**config.mk**
```make
export PLATFORM = sky130hd
export DESIGN_NAME = mem_port_arbiter
export DESIGN_NICKNAME = d
export VERILOG_FILES = /design/src/rtl/mem_arb_pkg.sv /design/src/rtl/mem_arb_pick.sv /design/src/rtl/mem_port_arbiter.sv
export SDC_FILE = /design/constraint.sdc
export NUM_CORES = 1
export LEC_CHECK = 0
export ABC_AREA = 1
export CAP_MARGIN = 20
export CELL_PAD_IN_SITES_DETAIL_PLACEMENT = 2
export CELL_PAD_IN_SITES_GLOBAL_PLACEMENT = 2
export CORE_MARGIN = 5
export CORE_UTILIZATION = 18
export CTS_CLUSTER_DIAMETER = 100
export DETAILED_ROUTE_END_ITERATION = 7
export PLACE_DENSITY = 0.84
export REMOVE_ABC_BUFFERS = 1
export SLEW_MARGIN = 25
export SYNTH_ARGS = -nofsm -noshare
export SYNTH_HDL_FRONTEND = slang
export SYNTH_SLANG_ARGS = --single-unit
```
**constraint.sdc**
```tcl
create_clock -name clk -period 3.05 [get_ports clk]
set_clock_uncertainty 0.1 [all_clocks]
set_input_delay 0.305 -clock clk [delete_from_list [all_inputs] [get_ports clk]]
set_output_delay 0.305 -clock clk [all_outputs]
set_load 0.1 [all_outputs]
```
**src/rtl/mem_arb_pkg.sv**
```systemverilog
// mem_arb_pkg: shared FSM state, owner encodings and counter width for mem_port_arbiter
package mem_arb_pkg;
  typedef enum logic {IDLE, BUSY} arb_state_t;
  typedef enum logic {OWN_I, OWN_D} owner_t;
  localparam int CNT_W = 4;
endpackage

```
**src/rtl/mem_arb_pick.sv**
```systemverilog
// mem_arb_pick: D-priority grant decision with forced I grant once the D streak reaches MAX_D_STREAK; in i_req/d_req/streak, out grant_i/grant_d
module mem_arb_pick
  import mem_arb_pkg::*;
#(
  parameter int MAX_D_STREAK = 3
) (
  input  logic             i_req,
  input  logic             d_req,
  input  logic [CNT_W-1:0] streak,
  output logic             grant_i,
  output logic             grant_d
);
  assign grant_d = d_req && !(i_req && streak == CNT_W'(MAX_D_STREAK));
  assign grant_i = i_req && !grant_d;
endmodule

```
**src/rtl/mem_port_arbiter.sv**
```systemverilog
// mem_port_arbiter: shares a fixed-latency single-port memory between fetch (i_*) and data (d_*) requesters, drives mem_*, returns ready/stall; MEM_PORT_ARBITER_PERF_EN adds perf_* counters
module mem_port_arbiter
  import mem_arb_pkg::*;
#(
  parameter int LATENCY      = 2,
  parameter int MAX_D_STREAK = 3,
  parameter int AW           = 32
) (
  input  logic          clk,
  input  logic          rst,
  input  logic          i_req,
  input  logic [AW-1:0] i_addr,
  output logic          i_ready,
  output logic [31:0]   i_rdata,
  output logic          stall_if,
  input  logic          d_req,
  input  logic          d_we,
  input  logic [AW-1:0] d_addr,
  input  logic [31:0]   d_wdata,
  output logic          d_ready,
  output logic [31:0]   d_rdata,
  output logic          d_err,
  output logic          stall_mem,
  output logic          mem_en,
  output logic          mem_we,
  output logic [AW-1:0] mem_addr,
  output logic [31:0]   mem_wdata,
  input  logic [31:0]   mem_rdata,
  input  logic          mem_err
`ifdef MEM_PORT_ARBITER_PERF_EN
  ,
  output logic [31:0]   perf_i_grants,
  output logic [31:0]   perf_d_grants,
  output logic [31:0]   perf_conflict_cycles
`endif
);
  arb_state_t       r_state;
  owner_t           r_owner;
  logic [CNT_W-1:0] r_lat_cnt;
  logic [CNT_W-1:0] r_streak;
  logic [AW-1:0]    r_addr;
  logic             r_we;
  logic [31:0]      r_wdata;
  logic             w_grant_i;
  logic             w_grant_d;
  logic             w_issue;
  logic             w_busy;
  logic             w_done;

  mem_arb_pick #(.MAX_D_STREAK(MAX_D_STREAK)) u_pick (
    .i_req  (i_req),
    .d_req  (d_req),
    .streak (r_streak),
    .grant_i(w_grant_i),
    .grant_d(w_grant_d)
  );

  // rst masks issue and completion so nothing leaks out during the reset cycle
  assign w_issue   = r_state == IDLE && !rst && (w_grant_i || w_grant_d);
  assign w_busy    = r_state == BUSY && !rst;
  assign w_done    = w_busy && r_lat_cnt == CNT_W'(LATENCY);
  assign mem_en    = w_issue;
  assign mem_we    = w_issue ? (w_grant_d && d_we) : (w_busy && r_we);
  assign mem_addr  = w_issue ? (w_grant_d ? d_addr : i_addr) : r_addr;
  assign mem_wdata = w_issue ? (w_grant_d ? d_wdata : '0) : r_wdata;
  assign i_ready   = w_done && r_owner == OWN_I;
  assign d_ready   = w_done && r_owner == OWN_D;
  assign i_rdata   = i_ready ? mem_rdata : '0;
  assign d_rdata   = (d_ready && !r_we) ? mem_rdata : '0;
  assign d_err     = d_ready && mem_err;
  assign stall_if  = i_req && !i_ready;
  assign stall_mem = d_req && !d_ready;

  always_ff @(posedge clk) begin
    if (rst) begin
      r_state   <= IDLE;
      r_owner   <= OWN_D;
      r_lat_cnt <= '0;
      r_streak  <= '0;
      r_addr    <= '0;
      r_we      <= 1'b0;
      r_wdata   <= '0;
    end else if (w_issue) begin
      r_state   <= BUSY;
      r_owner   <= w_grant_d ? OWN_D : OWN_I;
      r_lat_cnt <= CNT_W'(1);
      r_addr    <= mem_addr;
      r_we      <= mem_we;
      r_wdata   <= mem_wdata;
      r_streak  <= (w_grant_d && i_req) ? ((r_streak == CNT_W'(MAX_D_STREAK)) ? r_streak : r_streak + CNT_W'(1)) : '0;
    end else if (r_state == BUSY) begin
      r_state   <= w_done ? IDLE : BUSY;
      r_lat_cnt <= w_done ? '0 : r_lat_cnt + CNT_W'(1);
    end
  end

`ifdef MEM_PORT_ARBITER_PERF_EN
  always_ff @(posedge clk) begin
    if (rst) begin
      perf_i_grants        <= '0;
      perf_d_grants        <= '0;
      perf_conflict_cycles <= '0;
    end else begin
      perf_i_grants        <= perf_i_grants + {31'd0, w_issue && w_grant_i};
      perf_d_grants        <= perf_d_grants + {31'd0, w_issue && w_grant_d};
      perf_conflict_cycles <= perf_conflict_cycles + {31'd0, i_req && d_req && !i_ready && !d_ready};
    end
  end
`endif
endmodule

```
# ---- Word-level counts from Yosys, hierarchy flattened
# Cells that the tools add are included.
dict set report totals {
  reg_bits 75
  in_bits 134
  out_inout_bits 135
  word_cells 57
}
dict set report op_classes {
  n_addsub 2
  eq_ne 3
  mux 16
  bitwise 2
  n_reduce_logical 26
}
# op count
set ops {}
lappend ops {{two-way mux 32 bit} 6}
lappend ops {{logical AND 1 bit} 16}
lappend ops {{two-way mux 4 bit} 3}
lappend ops {{adder 4 x 1 -> 4 bit, second input constant} 2}
lappend ops {{== test 4 x 2 -> 1 bit, second input constant} 2}
lappend ops {{two-way mux 1 bit} 7}
lappend ops {{zero test 1 bit} 6}
lappend ops {{!= test 2 bit, second input constant} 1}
lappend ops {{NOT 1 bit} 2}
lappend ops {{AND reduction 2 bit} 1}
lappend ops {{nonzero test 2 bit} 1}
lappend ops {{OR reduction 2 bit} 1}
lappend ops {{logical OR 1 bit} 1}

# ---- Depth between registers and ports, before layout
# Gate-level depths: netlist of the first run.
dict set report depth {
  ltp_word 9
  mapped_depth 9
  depth_no_buf 9
}

# ---- Modules after synthesis
# A second synthesis of the first run with hierarchy kept.
dict set report hier_totals {
  cells_unflattened 711
  area_unflattened_um2 4316.6
}
# mod n_inst cells_each area_each_um2
set modules_own_cells {}
lappend modules_own_cells {mem_port_arbiter 1 702 4274.1}
lappend modules_own_cells {mem_arb_pick 1 9 42.5}

# ---- Worst setup path after synthesis of the first run
# Ideal clock, no wire load.
dict set report synth_path {
  path_kind {register -> output}
  start {reg r_lat_cnt[0]}
  end {out d_rdata[10]}
  arrival_ps 2863
  required_ps 2645
  slack_ps -218
  stages_incl_launch_ff 10
  cell_sequence {dfxtp_1 -> inv_1 -> ha_1 -> nand2_1 -> nor2_4 -> inv_2 -> nor2_4 -> nand2_4 -> buf_6 -> nor2_1}
}
dict set report synth_between {
  elab_chain_cells 5
}
# item line_no
set synth_lines {}
lappend synth_lines {{from (decl)} mem_port_arbiter.sv:39} ;# logic [CNT_W-1:0] r_lat_cnt;
lappend synth_lines {{from (signal assigned)} mem_port_arbiter.sv:93} ;# r_lat_cnt <= w_done ? '0 : r_lat_cnt + CNT_W'(1);
lappend synth_lines {{== test 4 x 2 -> 1 bit} mem_port_arbiter.sv:61} ;# assign w_done = w_busy && r_lat_cnt == CNT_W'(LATENCY);
lappend synth_lines {{logical AND 1 bit} mem_port_arbiter.sv:61}
lappend synth_lines {{logical AND 1 bit} mem_port_arbiter.sv:67} ;# assign d_ready = w_done && r_owner == OWN_D;
lappend synth_lines {{via d_ready} mem_port_arbiter.sv:20} ;# output logic d_ready,
lappend synth_lines {{logical AND 1 bit} mem_port_arbiter.sv:69} ;# assign d_rdata = (d_ready && !r_we) ? mem_rdata : '0;
lappend synth_lines {{two-way mux 32 bit} mem_port_arbiter.sv:69}
lappend synth_lines {{to (decl)} mem_port_arbiter.sv:21} ;# output logic [31:0] d_rdata,
# The timed path passes the listed nets, and every way through them passes these cells.

# ---- Worst setup path after layout of the first run
dict set report layout_path {
  start {reg r_state}
  end {out d_rdata[31]}
}
dict set report layout_between {
  elab_chain_cells 5
}
# item line_no
set layout_lines {}
lappend layout_lines {{from (decl)} mem_port_arbiter.sv:37} ;# arb_state_t r_state;
lappend layout_lines {{from (signal assigned)} mem_port_arbiter.sv:92} ;# r_state <= w_done ? IDLE : BUSY;
lappend layout_lines {{logical AND 1 bit} mem_port_arbiter.sv:60} ;# assign w_busy = r_state == BUSY && !rst;
lappend layout_lines {{logical AND 1 bit} mem_port_arbiter.sv:61}
lappend layout_lines {{logical AND 1 bit} mem_port_arbiter.sv:67}
lappend layout_lines {{logical AND 1 bit} mem_port_arbiter.sv:69}
lappend layout_lines {{two-way mux 32 bit} mem_port_arbiter.sv:69}
# No other way between the ends.

==> results of run 1 <==
power by group:
group / internal (mW) / switching (mW)
clock network: 0.748 / 0.464
registers: 1.03 / 0.0243
logic: 0.572 / 0.998
total: 2.35 / 1.49
worst max-delay path, cell delays in order, from the launching register on:
cell and delay (ns):
dfxtp_1 0.54, nand2_2 0.16, nor2_4 0.17, inv_2 0.08
nor2_4 0.16, nand2_4 0.25, nor2_1 0.28, buf_12 0.21
cells by family (layout without fill, tap and decap cells):
logic type,Yosys count,in the layout
AOI/OAI and AO/OA,75,75
other,0,1
adders and majority gates,3,3
DFF,75,75
and+or+nand+nor,362,362
xor gates and xnor gates,3,3
buffers and inverters,151,409
flip-flops by register name, summed over array words and instances (netlist names):
| name | count |
|---|---|
| r_state | 1 |
| r_we | 1 |
| r_lat_cnt | 4 |
| r_streak | 4 |
| r_owner | 1 |
| r_wdata | 32 |
| r_addr | 32 |
path summary, 6_finish.rpt:
| kind | start | to | slack [ns] | cells after the start |
|---|---|---|---|---|
| setup / recovery | r_state | d_rdata[31] | 0.43 | 7 |
| hold reg to reg | r_wdata[14] | r_wdata[14] | 0.37 | 2 |
| hold / removal | r_wdata[14] | r_wdata[14] | 0.37 | 2 |
| setup reg to reg | r_streak[0] | r_streak[0] | 1.23 | 9 |
synth_stat cells, drive strengths merged:
master / number
xor2: 3
nand3: 66
ha: 3
buf: 23
o21ai: 8
nand3b: 1
nand2: 214
clkbuf: 13
nand4: 1
dfxtp: 75
nor2: 78
a21oi: 67
inv: 115
nor3: 2
cells in the final DEF (no fill, tap or decap), drive strengths merged:
cell type	netlist	layout
buf	23	146
inv	115	117
clkdlybuf4s50	0	132
diode	0	1
nand3b	1	1
dfxtp	75	75
nand2	214	214
xor2	3	3
nand4	1	1
ha	3	3
nand3	66	66
a21oi	67	67
bufinv	0	2
clkbuf	13	10
o21ai	8	8
nor2	78	78
nor3	2	2
clkinvlp	0	2
metal layers:
| metal | global-route usage | wire, µm | share of wire | vias to the layer above |
|---|---|---|---|---|
| met3 | 0.05205 | 1573 | 0.080 | 9 |
| met2 | 0.2728 | 9904 | 0.51 | 185 |
| met5 | 0 | 0 | 0 | - |
| li1 | - | - | - | 2527 |
| met4 | 0.02598 | 187 | 0.0096 | 0 |
| met1 | 0.1642 | 7877 | 0.40 | 2405 |
through the flow:
stage	hold WS (ns)	power (mW)
final	0.3726	3.842
after global routing	0.4024	4.021
after CTS	0.3794	3.919
after detailed placement	0.3684	2.672
after global placement	0.3602	2.646
after floorplan	0.2741	1.945
area by class of cell:
| cell class | count | share of cell area |
|---|---|---|
| clock inverters | 6 | 0.01093 |
| clock buffers | 10 | 0.02747 |
| repair buffers | 278 | 0.4717 |
| well taps | 285 | 0.04098 |
| flip-flops and latches | 75 | 0.1726 |
| inverters | 115 | 0.04961 |
| multi-input cells | 443 | 0.2265 |
| diodes | 1 | 0.0002876 |
==> impl_metrics.json, run 1 <==
{
  "fmax_mhz": 382.3,
  "clkTransAtPathRegs_ns": 0.07,
  "yosysSeqAreaShare": 0.3643,
  "routed_wl_um": 19540,
  "drcViolationCount": 0,
  "crit_fanout": 32,
  "vias": 5126,
  "yosysUniqueCellTypes": 23,
  "avgSynthCellArea_um2": 6.161,
  "critPathArrivalTime_ns": 2.21,
  "setup_violations": 0,
  "dieArea_mm2": 0.02602,
  "finalCritPeriodShare": 0.8576,
  "postRouteAntennaNets": 0,
  "drive_gt1_frac": 0.1953,
  "htreeDepth": 3,
  "core_mm2": 0.02257,
  "start_kind": "flop",
  "hp-class": "reg -> reg",
  "p_leak_nw": 4.093,
  "p_per_area_mw_per_mm2": 441.5,
  "synthAdderAreaFrac": 0.009107,
  "wl_per_cell_um": 16.11,
  "cts.sinks": 75,
  "die_x_um": 161.3,
  "hold_viol_final": 0,
  "cts_buffers": 9,
  "fin_util": 0.3855,
  "rsz0062_at_grt": "false",
  "slew_headroom": 0.4931,
  "start_util": 0.1826,
  "insertion_delay_ns": 0.34,
  "critPathKind": "reg -> out",
  "grt_max_degree": 67,
  "dp_hpwl_um": 15740,
  "crit_path_end_kind": "output port",
  "clock-root-buffer": "clkbuf_16",
  "syn_inst": 669,
  "antenna_found_initial": 1,
  "yosysTopAreaCell": "dfxtp_1",
  "clk_path_buf_depth": 2,
  "syn2layout_area_growth_pct": 111.1,
  "tritoncts": "built",
  "synth_top_cells_by_area": "dfxtp_1 36%, nand2_1 19%, inv_1 10%",
  "die_h_um": 161.3,
  "yosysWarnings": 0,
  "synth_top_area_frac": 0.3643,
  "required_ns": 2.64,
  "multi_input_area_mm2": 0.001971,
  "grt_pass1_vias": 5629,
  "ir_drop_uv": 246.7,
  "grt_overflow": 0,
  "place_area_mm2": 0.008364,
  "first_pass_iters": 4,
  "synthesis.area_mm2": 0.004121,
  "period_needed_ns": 2.616,
  "synth_top_family_by_area": "simple AND/OR/NAND/NOR gates",
  "synth.area.mux_share": 0,
  "drv_slew": 0,
  "synth_seq_cells": 75,
  "status": "finished, final reports clean",
  "io_pins": 269,
  "drt_iter0_drc": 123,
  "synth-simple-area-share": 0.3695,
  "place_ws_ns": 0.4299,
  "fin_ws_ns": 0.4342,
  "regArea_mm2": 0.001501,
  "cts_resized": 0,
  "vias_per_cell": 4.226,
  "grt_pass1_wl_um": 30640,
  "final_area_mm2": 0.008701,
  "synth_xor_area_frac": 0.006375,
  "cts_setup_buffers": 0,
  "fin_setup_tns_ns": 0,
  "place_congestion": 0.7362,
  "maxCapViolations": 0,
  "rows": 55,
  "placedCellCount": 1196,
  "nNetsFinal": 1059,
  "max_slew.worst_pin.slew_ns": 0.7603,
  "stdcell_count": 1213,
  "track_usage": 0.1474,
  "port_buffers": 268,
  "fillCellCount": 2492,
  "synth_compound_area_frac": 0.09199,
  "hold_buffers": 0
}
Note: power is estimated with default switching activity, not from simulation.
==> inputs of run 2 (changes only) <==
--- a/config.mk
+++ b/config.mk
@@ -10,10 +10,10 @@
 export CELL_PAD_IN_SITES_DETAIL_PLACEMENT = 2
 export CELL_PAD_IN_SITES_GLOBAL_PLACEMENT = 2
 export CORE_MARGIN = 5
-export CORE_UTILIZATION = 18
+export CORE_UTILIZATION = 15
 export CTS_CLUSTER_DIAMETER = 100
 export DETAILED_ROUTE_END_ITERATION = 7
-export PLACE_DENSITY = 0.84
+export PLACE_DENSITY = 0.75
 export REMOVE_ABC_BUFFERS = 1
 export SLEW_MARGIN = 25
 export SYNTH_ARGS = -nofsm -noshare
==> constraint.sdc (replaced) <==
create_clock -name clk -period 2.4 [get_ports clk]
set_clock_uncertainty 0.1 [all_clocks]
set_input_delay 0.24 -clock clk [delete_from_list [all_inputs] [get_ports clk]]
set_output_delay 0.24 -clock clk [all_outputs]
set_load 0.1 [all_outputs]
==> run 2 against run 1 <==
Effect of this change: die area up 19%; global-route usage down 2.0 points; via count up 2.6%; total power up 22%; largest power group unchanged; clock power about the same; design area up 7.5%; setup slack worse by 0.36 ns; sequential share of layout area down 1.1 points; core utilization down 3.9 points; worst hold slack worse by 0.11 ns; cell count up 6.7%.
==> impl_metrics.json, run 2 (synthesis gave the netlist of run 1 again) <==
{
  "clk_path_buf_depth": 2,
  "grt_pass1_vias": 5673,
  "antenna_cells": 0,
  "p_comb_frac": 0.447,
  "hp-class": "in -> reg",
  "placedCellCount": 1262,
  "fmax_mhz": 429.5,
  "status": "finished, final reports clean",
  "cts_buffers": 9,
  "insertion_delay_ns": 0.33,
  "htreeDepth": 3,
  "dieArea_mm2": 0.03089,
  "required_ns": 2.06,
  "syn2layout_area_growth_pct": 126.9,
  "clock-root-buffer": "clkbuf_16",
  "p_leak_nw": 4.230,
  "max_slew.worst_pin.slew_ns": 0.7971,
  "place_ws_ns": 0.04415,
  "grt_pass1_wl_um": 31310,
  "die_x_um": 175.8,
  "critPathKind": "reg -> out",
  "path_cells": "inv_4 > ha_4 > nand2_2 > nor2_4 > inv_4 > nor2_4 > buf_4 > nand2_4 > nor2_2 > buf_12",
  "place_area_mm2": 0.008554,
  "p_per_area_mw_per_mm2": 500.0,
  "final_cell_mix": "182 x nand2_1, 141 x buf_12, 130 x clkdlybuf4s50_1",
  "reg2regPathDepth": 10,
  "crit_path_end_kind": "output port",
  "p_switching_mw": 1.867,
  "clkTransAtPathRegs_ns": 0.05,
  "drv_slew": 0,
  "p_clk_frac": 0.265,
  "nNetsFinal": 1086,
  "drive_gt1_frac": 0.2970,
  "wl_per_cell_um": 16.50,
  "seq_power_share": 0.288,
  "finalCritPeriodShare": 0.9701,
  "intPower_mw": 2.809,
  "rows": 60,
  "slowest_stage": "dfxtp_4",
  "fin_util": 0.3460,
  "tritoncts": "built",
  "drcViolationCount": 0,
  "vias_per_cell": 4.066,
  "grt_max_degree": 66,
  "hold_viol_final": 0,
  "dp_hpwl_um": 16270,
  "track_usage": 0.1277,
  "vias": 5261,
  "ir_drop_uv": 312.9,
  "power_mw": 4.676,
  "maxCapViolations": 0,
  "crit_fanout": 8,
  "cp_slowest_stage_delay_ns": 0.36,
  "critPathArrivalTime_ns": 1.99,
  "place_congestion": 0.7243,
  "port_buffers": 268,
  "switching_share": 0.3994,
  "largestRegisters": "r_addr: 32 flops, r_wdata: 32 flops",
  "layout_commonest_cell": "nand2_1",
  "hold_buffers": 0,
  "start_kind": "flop",
  "core_mm2": 0.02703,
  "routed_wl_um": 21350,
  "cts.sinks": 75,
  "io_pins": 269,
  "postRouteAntennaNets": 0,
  "fin_ws_ns": 0.07179,
  "period_needed_ns": 2.328,
  "hold_depth": 3,
  "fillCellCount": 3015,
  "setup_violations": 0,
  "stdcell_count": 1294,
  "start_util": 0.1525,
  "die_h_um": 175.8,
  "first_pass_iters": 4,
  "grt_overflow": 0,
  "final_area_mm2": 0.009351,
  "antenna_found_initial": 2,
  "slew_headroom": 0.4686,
  "drt_iter0_drc": 92
}
==> run 2: final cells by class <==
| type | instances | area, µm² | area share |
|---|---|---|---|
| Sequential cell | 75 | 1506 | 0.1611 |
| Clock buffer | 12 | 246.5 | 0.02636 |
| Clock inverter | 3 | 15.01 | 0.001606 |
| Inverter | 115 | 436.7 | 0.04670 |
| Multi-Input combinational cell | 445 | 2287 | 0.2446 |
| Timing Repair Buffer | 303 | 4433 | 0.4740 |
| Tap cell | 341 | 426.7 | 0.04562 |
==> run 2: repair_timing <==
item,in CTS,in global routing
setup endpoints to repair,42,116
cloned,0,5
pin swaps,1,3
endpoints found under the hold margin,0,0
gates resized for setup,39,73
setup buffers,5,7
==> run 2: path summary, 6_finish.rpt <==
kind                      from     endpoint  slack [ns]
setup / recovery  r_lat_cnt[0]   d_rdata[0]        0.07
hold reg to reg     r_addr[19]   r_addr[19]        0.38
hold / removal           i_req  r_streak[1]        0.27
setup reg to reg   r_streak[0]   r_wdata[7]        0.75
==> run 2: power by group through the flow <==
stage	Combinational [mW]	Clock, mW	Sequential, mW
4_1_cts	2.06	1.32	1.34
5_1_grt	2.20	1.36	1.35
3_5_place_dp	2.05	0	1.37
3_3_place_gp	2.03	0	1.37
6_report	2.09	1.24	1.34
2_1_floorplan	1.11	0	1.36
==> run 2: routing by layer <==
| metal | track usage | share of wire | vias to the layer above |
|---|---|---|---|
| li1 | - | - | 2586 |
| met1 | 0.1404 | 0.39 | 2472 |
| met2 | 0.2375 | 0.52 | 182 |
| met3 | 0.04542 | 0.081 | 17 |
| met4 | 0.02469 | 0.0078 | 4 |
| met5 | 0 | 0.0016 | - |
==> run 2: worst max-delay path: cells and delay by family (launching register included) <==
family,cells,cell delay (ns)
fa+ha+maj,1,0.12
buf+inv,4,0.48
flops,1,0.36
simple gates,5,0.68
==> run 2: metrics by stage <==
stage	TNS [ns]	hold WS, ns
finish	0	0.2666
global route	-0.1282	0.2679
CTS	-0.03831	0.3195
detailed placement	0	0.3698
global placement	0	0.3603
floorplan	-106.20	0.2091
